[src/rtl/fp_to_fixed_serial.sv]
// Block-floating (Q1.15 mantissa, signed 8-bit exponent) to two's-complement fixed point.
// Uses a one-bit-per-cycle serial shifter with saturation on left shifts and round-half-up on right shifts.
module fp_to_fixed_serial #(
  parameter int OUT_W = 24,
  parameter int FRAC  = 8
) (
  input  logic             clk,
  input  logic             rst_n,
  input  logic             in_valid,
  output logic             in_ready,
  input  logic [15:0]      ma,
  input  logic [7:0]       ea,
  output logic             out_valid,
  input  logic             out_ready,
  output logic [OUT_W-1:0] fx,
  output logic             sat,
  output logic             uflow
);

  localparam int CNT_W = $clog2(OUT_W + 1);

  localparam logic [1:0] IDLE  = 2'd0;
  localparam logic [1:0] SHIFT = 2'd1;
  localparam logic [1:0] DONE  = 2'd2;

  logic [1:0]       state_q, state_d;
  logic [OUT_W-1:0] acc_q, acc_d;
  logic [CNT_W-1:0] cnt_q, cnt_d;
  logic             left_q, left_d;
  logic             sat_q, sat_d;
  logic             nz_q, nz_d;

  logic [9:0]       s;
  logic [9:0]       s_mag;
  logic [OUT_W-1:0] shr;

  // Shift amount as a 10-bit two's-complement value; the exponent range plus FRAC cannot overflow it.
  assign s     = {{2{ea[7]}}, ea} + 10'(FRAC) - 10'd15;
  assign s_mag = 10'd0 - s;
  assign shr   = {acc_q[OUT_W-1], acc_q[OUT_W-1:1]};

  always_comb begin
    state_d = state_q;
    acc_d   = acc_q;
    cnt_d   = cnt_q;
    left_d  = left_q;
    sat_d   = sat_q;
    nz_d    = nz_q;
    case (state_q)
      IDLE: begin
        if (in_valid) begin
          acc_d  = {{(OUT_W-16){ma[15]}}, ma};
          left_d = !s[9];
          nz_d   = (ma != 16'd0);
          sat_d  = 1'b0;
          if (ma == 16'd0) begin
            cnt_d = '0;
          end else if (s[9]) begin
            // Beyond 17 right shifts every mantissa rounds to zero, so longer shifts are clamped.
            cnt_d = (s_mag > 10'd17) ? CNT_W'(17) : s_mag[CNT_W-1:0];
          end else begin
            cnt_d = (s > 10'(OUT_W)) ? CNT_W'(OUT_W) : s[CNT_W-1:0];
          end
          state_d = (cnt_d == '0) ? DONE : SHIFT;
        end
      end
      SHIFT: begin
        if (left_q) begin
          if (acc_q[OUT_W-1] != acc_q[OUT_W-2]) begin
            acc_d   = acc_q[OUT_W-1] ? {1'b1, {(OUT_W-1){1'b0}}} : {1'b0, {(OUT_W-1){1'b1}}};
            sat_d   = 1'b1;
            state_d = DONE;
          end else begin
            acc_d = {acc_q[OUT_W-2:0], 1'b0};
            cnt_d = cnt_q - CNT_W'(1);
            if (cnt_q == CNT_W'(1)) state_d = DONE;
          end
        end else begin
          cnt_d = cnt_q - CNT_W'(1);
          if (cnt_q == CNT_W'(1)) begin
            acc_d   = shr + {{(OUT_W-1){1'b0}}, acc_q[0]};
            state_d = DONE;
          end else begin
            acc_d = shr;
          end
        end
      end
      DONE: begin
        if (out_ready) state_d = IDLE;
      end
      default: state_d = IDLE;
    endcase
  end

  always_ff @(posedge clk) begin
    if (!rst_n) begin
      state_q <= IDLE;
      acc_q   <= '0;
      cnt_q   <= '0;
      left_q  <= 1'b0;
      sat_q   <= 1'b0;
      nz_q    <= 1'b0;
    end else begin
      state_q <= state_d;
      acc_q   <= acc_d;
      cnt_q   <= cnt_d;
      left_q  <= left_d;
      sat_q   <= sat_d;
      nz_q    <= nz_d;
    end
  end

  assign in_ready  = (state_q == IDLE);
  assign out_valid = (state_q == DONE);
  assign fx        = out_valid ? acc_q : '0;
  assign sat       = out_valid & sat_q;
  assign uflow     = out_valid & nz_q & (acc_q == '0);

endmodule
[config.mk]
export PLATFORM = sky130hd
export DESIGN_NAME = fp_to_fixed_serial
export DESIGN_NICKNAME = d
export VERILOG_FILES = /design/src/rtl/fp_to_fixed_serial.sv
export SDC_FILE = /design/constraint.sdc
export NUM_CORES = 1
export LEC_CHECK = 0
export CAP_MARGIN = 40
export CORE_UTILIZATION = 40
export DETAILED_ROUTE_END_ITERATION = 10
export SLEW_MARGIN = 10
export SYNTH_ARGS = -nofsm -noshare
export SYNTH_HDL_FRONTEND = slang
export SYNTH_SLANG_ARGS = --single-unit
[constraint.sdc]
create_clock -name clk -period 4.3 [get_ports clk]
set_input_delay 0.43 -clock clk [delete_from_list [all_inputs] [get_ports clk]]
set_output_delay 0.43 -clock clk [all_outputs]
set_load 0.1 [all_outputs]
==> results of run 1 <==
## flip-flops by register name, indices dropped and copies added (netlist names)
name     cells
sat_q        1
state_q      2
nz_q         1
left_q       1
cnt_q        5
acc_q       24
## kinds of logic (layout without fill, tap and decap cells)
kind of cell,Yosys count,in the layout,share of synthesized area
xor gates and xnor gates,29,29,0.0752
buffers and inverters,56,86,0.0681
adders and majority gates,11,11,0.0407
DFF,34,34,0.201
AOI/OAI and AO/OA,148,148,0.279
muxes,3,3,0.00963
and+or+nand+nor,203,203,0.326
## stage by stage
step	hold slack (ns)	total power (uW)	utilization
3_3_place_gp	0.468	1680	0.476
4_1_cts	0.486	2030	0.493
5_1_grt	0.527	2190	0.493
6_report	0.479	2030	0.493
2_1_floorplan	0.445	1410	-
3_5_place_dp	0.475	1710	0.479
## cells in the mapped netlist (all sizes together), types with 2 or more instances
| cell type | instances | area (um^2) |
|---|---|---|
| nor2 | 43 | 161 |
| a21oi | 42 | 210 |
| o21ai | 40 | 204 |
| clkbuf | 38 | 144 |
| dfxtp | 34 | 681 |
| nand2 | 33 | 124 |
| and2 | 28 | 175 |
| a31oi | 23 | 150 |
| nand2b | 21 | 131 |
| xnor2 | 21 | 184 |
| nand3 | 15 | 75.1 |
| inv | 12 | 45.0 |
| nand4 | 12 | 75.1 |
| ha | 11 | 138 |
| o211ai | 10 | 75.1 |
| nor3 | 9 | 45.0 |
| and3 | 8 | 50.1 |
| nor4 | 8 | 50.1 |
| xor2 | 8 | 70.1 |
| a211oi | 6 | 45.0 |
| buf | 6 | 41.3 |
| a311oi | 5 | 43.8 |
| o221ai | 5 | 43.8 |
| and4 | 4 | 35.0 |
| nand4b | 4 | 35.0 |
| a22oi | 3 | 22.5 |
| nor2b | 3 | 18.8 |
| o221a | 3 | 33.8 |
| or3 | 3 | 18.8 |
| or4b | 3 | 30.0 |
| a221oi | 2 | 17.5 |
| mux2 | 2 | 22.5 |
| nor3b | 2 | 15.0 |
| nor4b | 2 | 17.5 |
| or2 | 2 | 15.0 |
## area by class of cell
| class | count | area, um^2 |
|---|---|---|
| clock buffer | 6 | 82.6 |
| clock inverter | 1 | 30.0 |
| fill | 831 | 4150 |
| inverter | 12 | 45.0 |
| multi-input combinational | 394 | 2470 |
| sequential | 34 | 681 |
| tap | 105 | 131 |
| timing repair buffer | 67 | 593 |
## path summary, 6_finish.rpt
check | from | end | slack, ns | cells past startpoint
max reg2reg | acc_q[23] | acc_q[5] | 1.49 | 8
min reg2reg | cnt_q[1] | cnt_q[1] | 0.48 | 2
max | ea[2] | state_q[1] | 0.79 | 10
min | cnt_q[1] | cnt_q[1] | 0.48 | 2
## worst reg2reg max path: stages, from the launching register on
cell	delay, ns
dfxtp_1	0.44
inv_1	0.14
ha_1	0.79
nand2_1	0.59
nand3_1	0.22
o21ai_0	0.11
a211oi_1	0.27
a21oi_1	0.06
nor2_1	0.11
## power by group through the flow
stage | Sequential, uW | Clock [uW] | Combinational (uW)
after global routing | 669 | 331 | 1190
after detailed placement | 647 | 0 | 1060
final | 645 | 316 | 1070
after global placement | 645 | 0 | 1040
after floorplan | 526 | 0 | 879
after CTS | 641 | 320 | 1070
## routing by layer
layer	track usage	routed length, um	up-vias
met5	0	0	-
met4	0.0436	80	0
met3	0.0356	608	11
met2	0.404	4930	107
met1	0.318	4660	1693
li1	-	-	1813
==> summary.md, run 1 <==
| Metric | Value |
|---|---|
| Die H | `93.9 um` |
| GRT overflow | `0` |
| Yosys warning count | `0` |
| Non-Filler Instances | `between 600 and 700` |
| Cell mode on critical path | `a21oi_1` |
| Pwr dens | `approximately 500 nW/um^2` |
| Cts repair resizes | `0` |
| P_sw | `a little under 1000 uW` |
| Vias per cell | `approximately 5.9` |
| Worst setup margin | `between 0.7 and 0.8 ns` |
| Total negative slack | `0 ns` |
| Achievable Freq | `285 MHz` |
| Diode count | `0` |
| Minimum clock period | `~3.5 ns` |
| Sw frac | `0.485` |
| Final nets | `553` |
| Post-DP HPWL | `between 7 and 8 mm` |
| Total Wirelength | `between 10 and 15 mm` |
| Syn_area_per_cell | `6.98 um^2` |
| CP Class | `input pin to register` |
| Max stage delay cell, worst path | `clkdlybuf4s50_1` |
| Crit-path cells | `clkdlybuf4s50_1 -> and3_1 -> a21oi_1 -> or4_4 -> a32o_1 -> nor3_1 -> a221oi_1 -> nor2_1 -> or4b_1 -> a21oi_1` |
| Initial DRC Count | `248` |
| Setup violators final | `0` |
| DR WL/cell | `about 17 um` |
| Startpoint types | `input pin` |
| Int Pwr | `1050 uW` |
| Final Cycle Share | `0.816` |
| Post-synth EDFFs | `0` |
| Post-synth ARST share | `0` |
| Row Count | `33` |
| Crit. End Element | `register` |
| First-pass GRT wire length | `roughly 17 mm` |
| Post-CTS Setup Bufs | `0` |
| Area grow syn2layout | `19.3%` |
| Root Buffer | `clkbuf_8` |
| Worst EP required | `approximately 4.5 ns` |
| Layout Skew | `approximately 0.018 ns` |
| Total nets after synthesis | `between 500 and 600` |
| Tightest Pin Transition | `0.898 ns` |
| Clock transition at the registers of the reported paths | `~0.080 ns` |
| Netlist Area Pre-Place | `roughly 3400 um^2` |
| Commonest non-fill, non-tap cell in the layout | `nor2_1` |
| CTS tree | `yes` |
| Worst slack at placement | `0.524 ns` |
| Sequential share of the synthesized area | `0.201` |
| DRC Markers | `0` |
| Max cap viols | `0` |
| Unrepaired setup endpoints after global routing | `false` |
| H-Tree Depth | `2` |
| Clock Path Buffers | `2` |
| Post-route ant nets | `0` |
| Max Slew Vio Count | `0` |
| Initial Util | `0.413` |
| Clock power frac | `0.156` |
| CP peak stage delay | `0.81 ns` |
| Yosys cell types | `55` |
| Antenna violations before repair | `0` |
| Layout cell share with drive strength beyond 1 | `0.119` |
| Highest-count cells in the layout ignoring fill and taps | `43 x nor2_1, 42 x a21oi_1, 39 x o21ai_0, 37 x buf_4, 34 x dfxtp_1` |
| Yosys reg bits | `34` |
| Final hold vios | `0` |
| Slew HR | `0.401` |
| # IOs | `56` |
| Worst EP arrival | `3.73 ns` |
| Reg power frac | `0.317` |
| CP bufs+invs | `1` |
| Peak supply drop | `approximately 290 uV` |
| Pleak | `around 0.0015 uW` |
| Post-synthesis instance total | `about 480` |
| CP max FO | `16` |
| Total CTS buffers | `5` |
| Logic pwr share | `0.527` |
| Cts hold-fix bufs | `0` |
| Worst-Skew Late Latency | `0.30 ns` |
| PortBufs | `55` |
| Clock sink count | `34` |
| Vias in the first global route | `approximately 3300` |
| Worst hold-check path type | `register to register` |
| Placed Cells | `slightly above 600` |
| GPL Wtd Cong | `approximately 0.87` |
| Routed vias | `3624` |
| Crit-path leading delay family | `simple AND/OR/NAND/NOR gates` |
| Die width | `between 90 and 100 um` |
| Status | `finished clean` |
| 1st-pass router iterations | `4` |
| Largest net degree at the start of global routing | `30` |
| Post-route cell area | `a little over 4000 um^2` |
| Area after DPL | `3920 um^2` |
| Synth Flop Type | `dfxtp_1` |
| Global router's overall resource usage | `0.238` |
| Core area | `roughly 8200 um^2` |
| Die area | `8820 um^2` |
Note: power is estimated with default switching activity, not from simulation.
==> run 2, diff against run 1 <==
Settings changed: PLACE_DENSITY set to 0.65.
Clock period 4.3 ns to 3.2 ns, I/O delays scaled along.
==> run 2 against run 1 <==
Against the previous run: largest power group unchanged; power is 38% higher; flip-flop and latch count stayed put; worst hold slack hardly changed; register-to-register slack worse by 0.83 ns; via count is 9.1% higher; highest routed layer unchanged; global-route usage is 1.4 points higher; utilization is 8.4 points higher; clock-buffer cell count is 1 higher; setup slack worse by 0.59 ns.
==> summary.md, run 2 (synthesized netlist as in run 1, its figures left out) <==
| Metric | Value |
|---|---|
| Clock sink count | `34 (unchanged)` |
| Diode count | `0 (unchanged)` |
| Worst EP required | `3.43 ns (-1.09 ns)` |
| Tightest Pin Transition | `0.620 ns (-0.278 ns)` |
| P_sw | `1370 uW (+39%)` |
| Final nets | `597 (+8.0%)` |
| Critical path depth in cells | `11 (+1)` |
| Total Wirelength | `10.9 mm (+5.5%)` |
| Total negative slack | `0 ns (unchanged)` |
| Critical R2R Launch | `cnt_q[0]` |
| Crit-path cells | `clkdlybuf4s50_1 -> buf_4 -> o21ai_1 -> a21oi_1 -> or4_4 -> a32o_1 -> or2_4 -> o311ai_4 -> o21ai_2 -> or4b_1 -> a21oi_1` |
| Achievable Freq | `between 300 and 400 MHz` |
| Post-DP HPWL | `7.88 mm (+6.7%)` |
| Max Slew Vio Count | `0 (unchanged)` |
| Clock Path Buffers | `2 (unchanged)` |
| Hold slack | `0.479 ns (+0.000144 ns)` |
| Initial Util | `0.413 (unchanged)` |
| GRT overflow | `0 (unchanged)` |
| Worst-Skew Late Latency | `0.30 ns (about the same)` |
| Die width | `93.9 um (unchanged)` |
| Int Pwr | `1420 uW (+36%)` |
| Initial DRC Count | `283 (+14%)` |
| CTS tree | `yes` |
| Total CTS buffers | `5 (unchanged)` |
| Area grow syn2layout | `39.6%` |
| GPL Wtd Cong | `0.889 (+1.8%)` |
| Top reg by flops | `acc_q` |
| 1st-pass router iterations | `5 (+1)` |
| Tot Pwr | `2790 uW (+38%)` |
| Sw frac | `0.490 (+0.00557)` |
| Worst EP arrival | `3.23 ns (-0.50 ns)` |
| Global router's overall resource usage | `0.252 (+0.0140)` |
| Vias per cell | `5.95 (+1.7%)` |
| Layout Skew | `0.0113 ns (-0.00626 ns)` |
| Fill cells | `744 (-10%)` |
| DR WL/cell | `16.3 um (-1.6%)` |
| Cts hold-fix bufs | `0 (unchanged)` |
| Root Buffer | `clkbuf_8` |
| Pwr dens | `593 nW/um^2 (+18%)` |
| Largest register FFs | `24 (unchanged)` |
| Startpoint types | `input pin` |
| Max stage delay cell, worst path | `or4_4` |
| Final Cycle Share | `0.938` |
| Die H | `93.9 um (unchanged)` |
| Cell mode on critical path | `a21oi_1` |
| Status | `finished clean` |
| CP bufs+invs | `2 (+1)` |
| H-Tree Depth | `2 (unchanged)` |
| Minimum clock period | `between 3 and 4 ns` |
| Core area | `8180 um^2 (unchanged)` |
| Antenna violations before repair | `0 (unchanged)` |
| Highest-count cells in the layout ignoring fill and taps | `54 x buf_4, 43 x nor2_1, 41 x a21oi_1, 36 x o21ai_0, 34 x dfxtp_1` |
| Largest net degree at the start of global routing | `30 (unchanged)` |
| Hold Path Sink | `cnt_q[1]` |
| Vias in the first global route | `3655 (+11%)` |
| Setup violators final | `0 (unchanged)` |
| Reg power frac | `0.298 (-0.019)` |
| PortBufs | `55 (unchanged)` |
| CP Class | `input pin to register` |
| Die area | `8820 um^2 (unchanged)` |
| Clock power frac | `0.121 (-0.035)` |
| Crit-path leading delay family | `simple AND/OR/NAND/NOR gates` |
| CP max FO | `8 (-8)` |
| Peak supply drop | `356 uV (+24%)` |
| Routed vias | `3953 (+9.1%)` |
| Worst r2r dst | `acc_q[18]` |
| Commonest non-fill, non-tap cell in the layout | `buf_4` |
| R2R depth | `11 (+3)` |
| Top Registers | `acc_q: 24 flops, cnt_q: 5 flops, state_q: 2 flops` |
| Max cap viols | `0 (unchanged)` |
| Reg2reg setup slack | `0.66 ns (-0.83 ns)` |
| Slew HR | `0.583 (+0.182)` |
| Worst setup margin | `0.197 ns (-0.594 ns)` |
| Unrepaired setup endpoints after global routing | `false` |
| Pleak | `0.00179 uW (+21%)` |
| Clock transition at the registers of the reported paths | `0.07 ns (about the same)` |
| Worst Hold Launch | `cnt_q[1]` |
| Crit. End Element | `register` |
| Final hold vios | `0 (unchanged)` |
| # IOs | `56 (unchanged)` |
| Worst slack at placement | `-0.331 ns (-0.855 ns)` |
| Hold depth | `2 (unchanged)` |
| Worst hold-check path type | `register to register` |
| Layout cell share with drive strength beyond 1 | `0.202 (+0.0835)` |
| Row Count | `33 (unchanged)` |
| DRC Markers | `0 (unchanged)` |
| Logic pwr share | `0.581 (+0.054)` |
| First-pass GRT wire length | `17.7 mm (+6.2%)` |
| CP peak stage delay | `0.54 ns (-0.27 ns)` |
| Post-route ant nets | `0 (unchanged)` |
## run 2: cell types whose count changed in the layout (fill, tap and decap cells not counted), sizes merged
cell | before | now
bufinv | 1 | 0
dlymetal6s2s | 0 | 3
clkbuf | 6 | 8
clkdlybuf4s50 | 28 | 24
clkinv | 0 | 1
buf | 39 | 83
## run 2: final cells by class
type | count | area, um^2 | area share
Tap cell | 105 | 131 | 0.0279
Sequential cell | 34 | 681 | 0.144
Timing Repair Buffer | 111 | 1250 | 0.266
Clock buffer | 7 | 86.3 | 0.0183
Clock inverter | 1 | 5.00 | 0.00106
Multi-Input combinational cell | 394 | 2510 | 0.533
Inverter | 12 | 45.0 | 0.00955
## run 2: through the flow
step                 util  cells  cell area (um^2)
floorplan               -    484              3380
global placement    0.553    650              4520
detailed placement  0.553    650              4520
CTS                 0.565    658              4620
global route        0.577    664              4710
finish              0.577    664              4710
## run 2: metal layers
layer  up-vias  wire length (um)  GRT usage
met2       163              5170      0.412
met4         0               193     0.0872
met5         -                 0          0
li1       1908                 -          -
met1      1863              4800      0.335
met3        19               692     0.0364
## run 2: how the worst max path moves through the flow
stage	startpoint	to
finish	ea[3]	state_q[1]
global route	ea[3]	state_q[1]
CTS	ea[0]	state_q[1]
detailed placement	ea[0]	state_q[1]
global placement	ea[0]	state_q[1]
floorplan	state_q[1]	cnt_q[2]
## run 2: power groups by stage
stage / sequential (uW) / combinational, uW / clock, uW
final: 832 / 1620 / 339
after global routing: 861 / 1790 / 357
after CTS: 834 / 1580 / 341
after detailed placement: 842 / 1570 / 0
after global placement: 838 / 1540 / 0
after floorplan: 707 / 1180 / 0
## run 2: tightest hold or removal path, stage by stage, from the launching register on
cell,delay (ns)
dfxtp_1,0.32
nand2_1,0.06
a21oi_1,0.05
## run 2: what timing repair did
action,CTS,global route
pin swaps,0,2
endpoints found under the setup margin,1,3
buffers inserted,0,5
cloned,0,0
hold endpoints to repair,0,0
resized for setup,1,13
==> run 3, diff against run 2 <==
Settings changed: HOLD_SLACK_MARGIN set to 0.06.
==> results of run 3 <==
No change in the layout: final DEF, timing and power equal those of run 2.
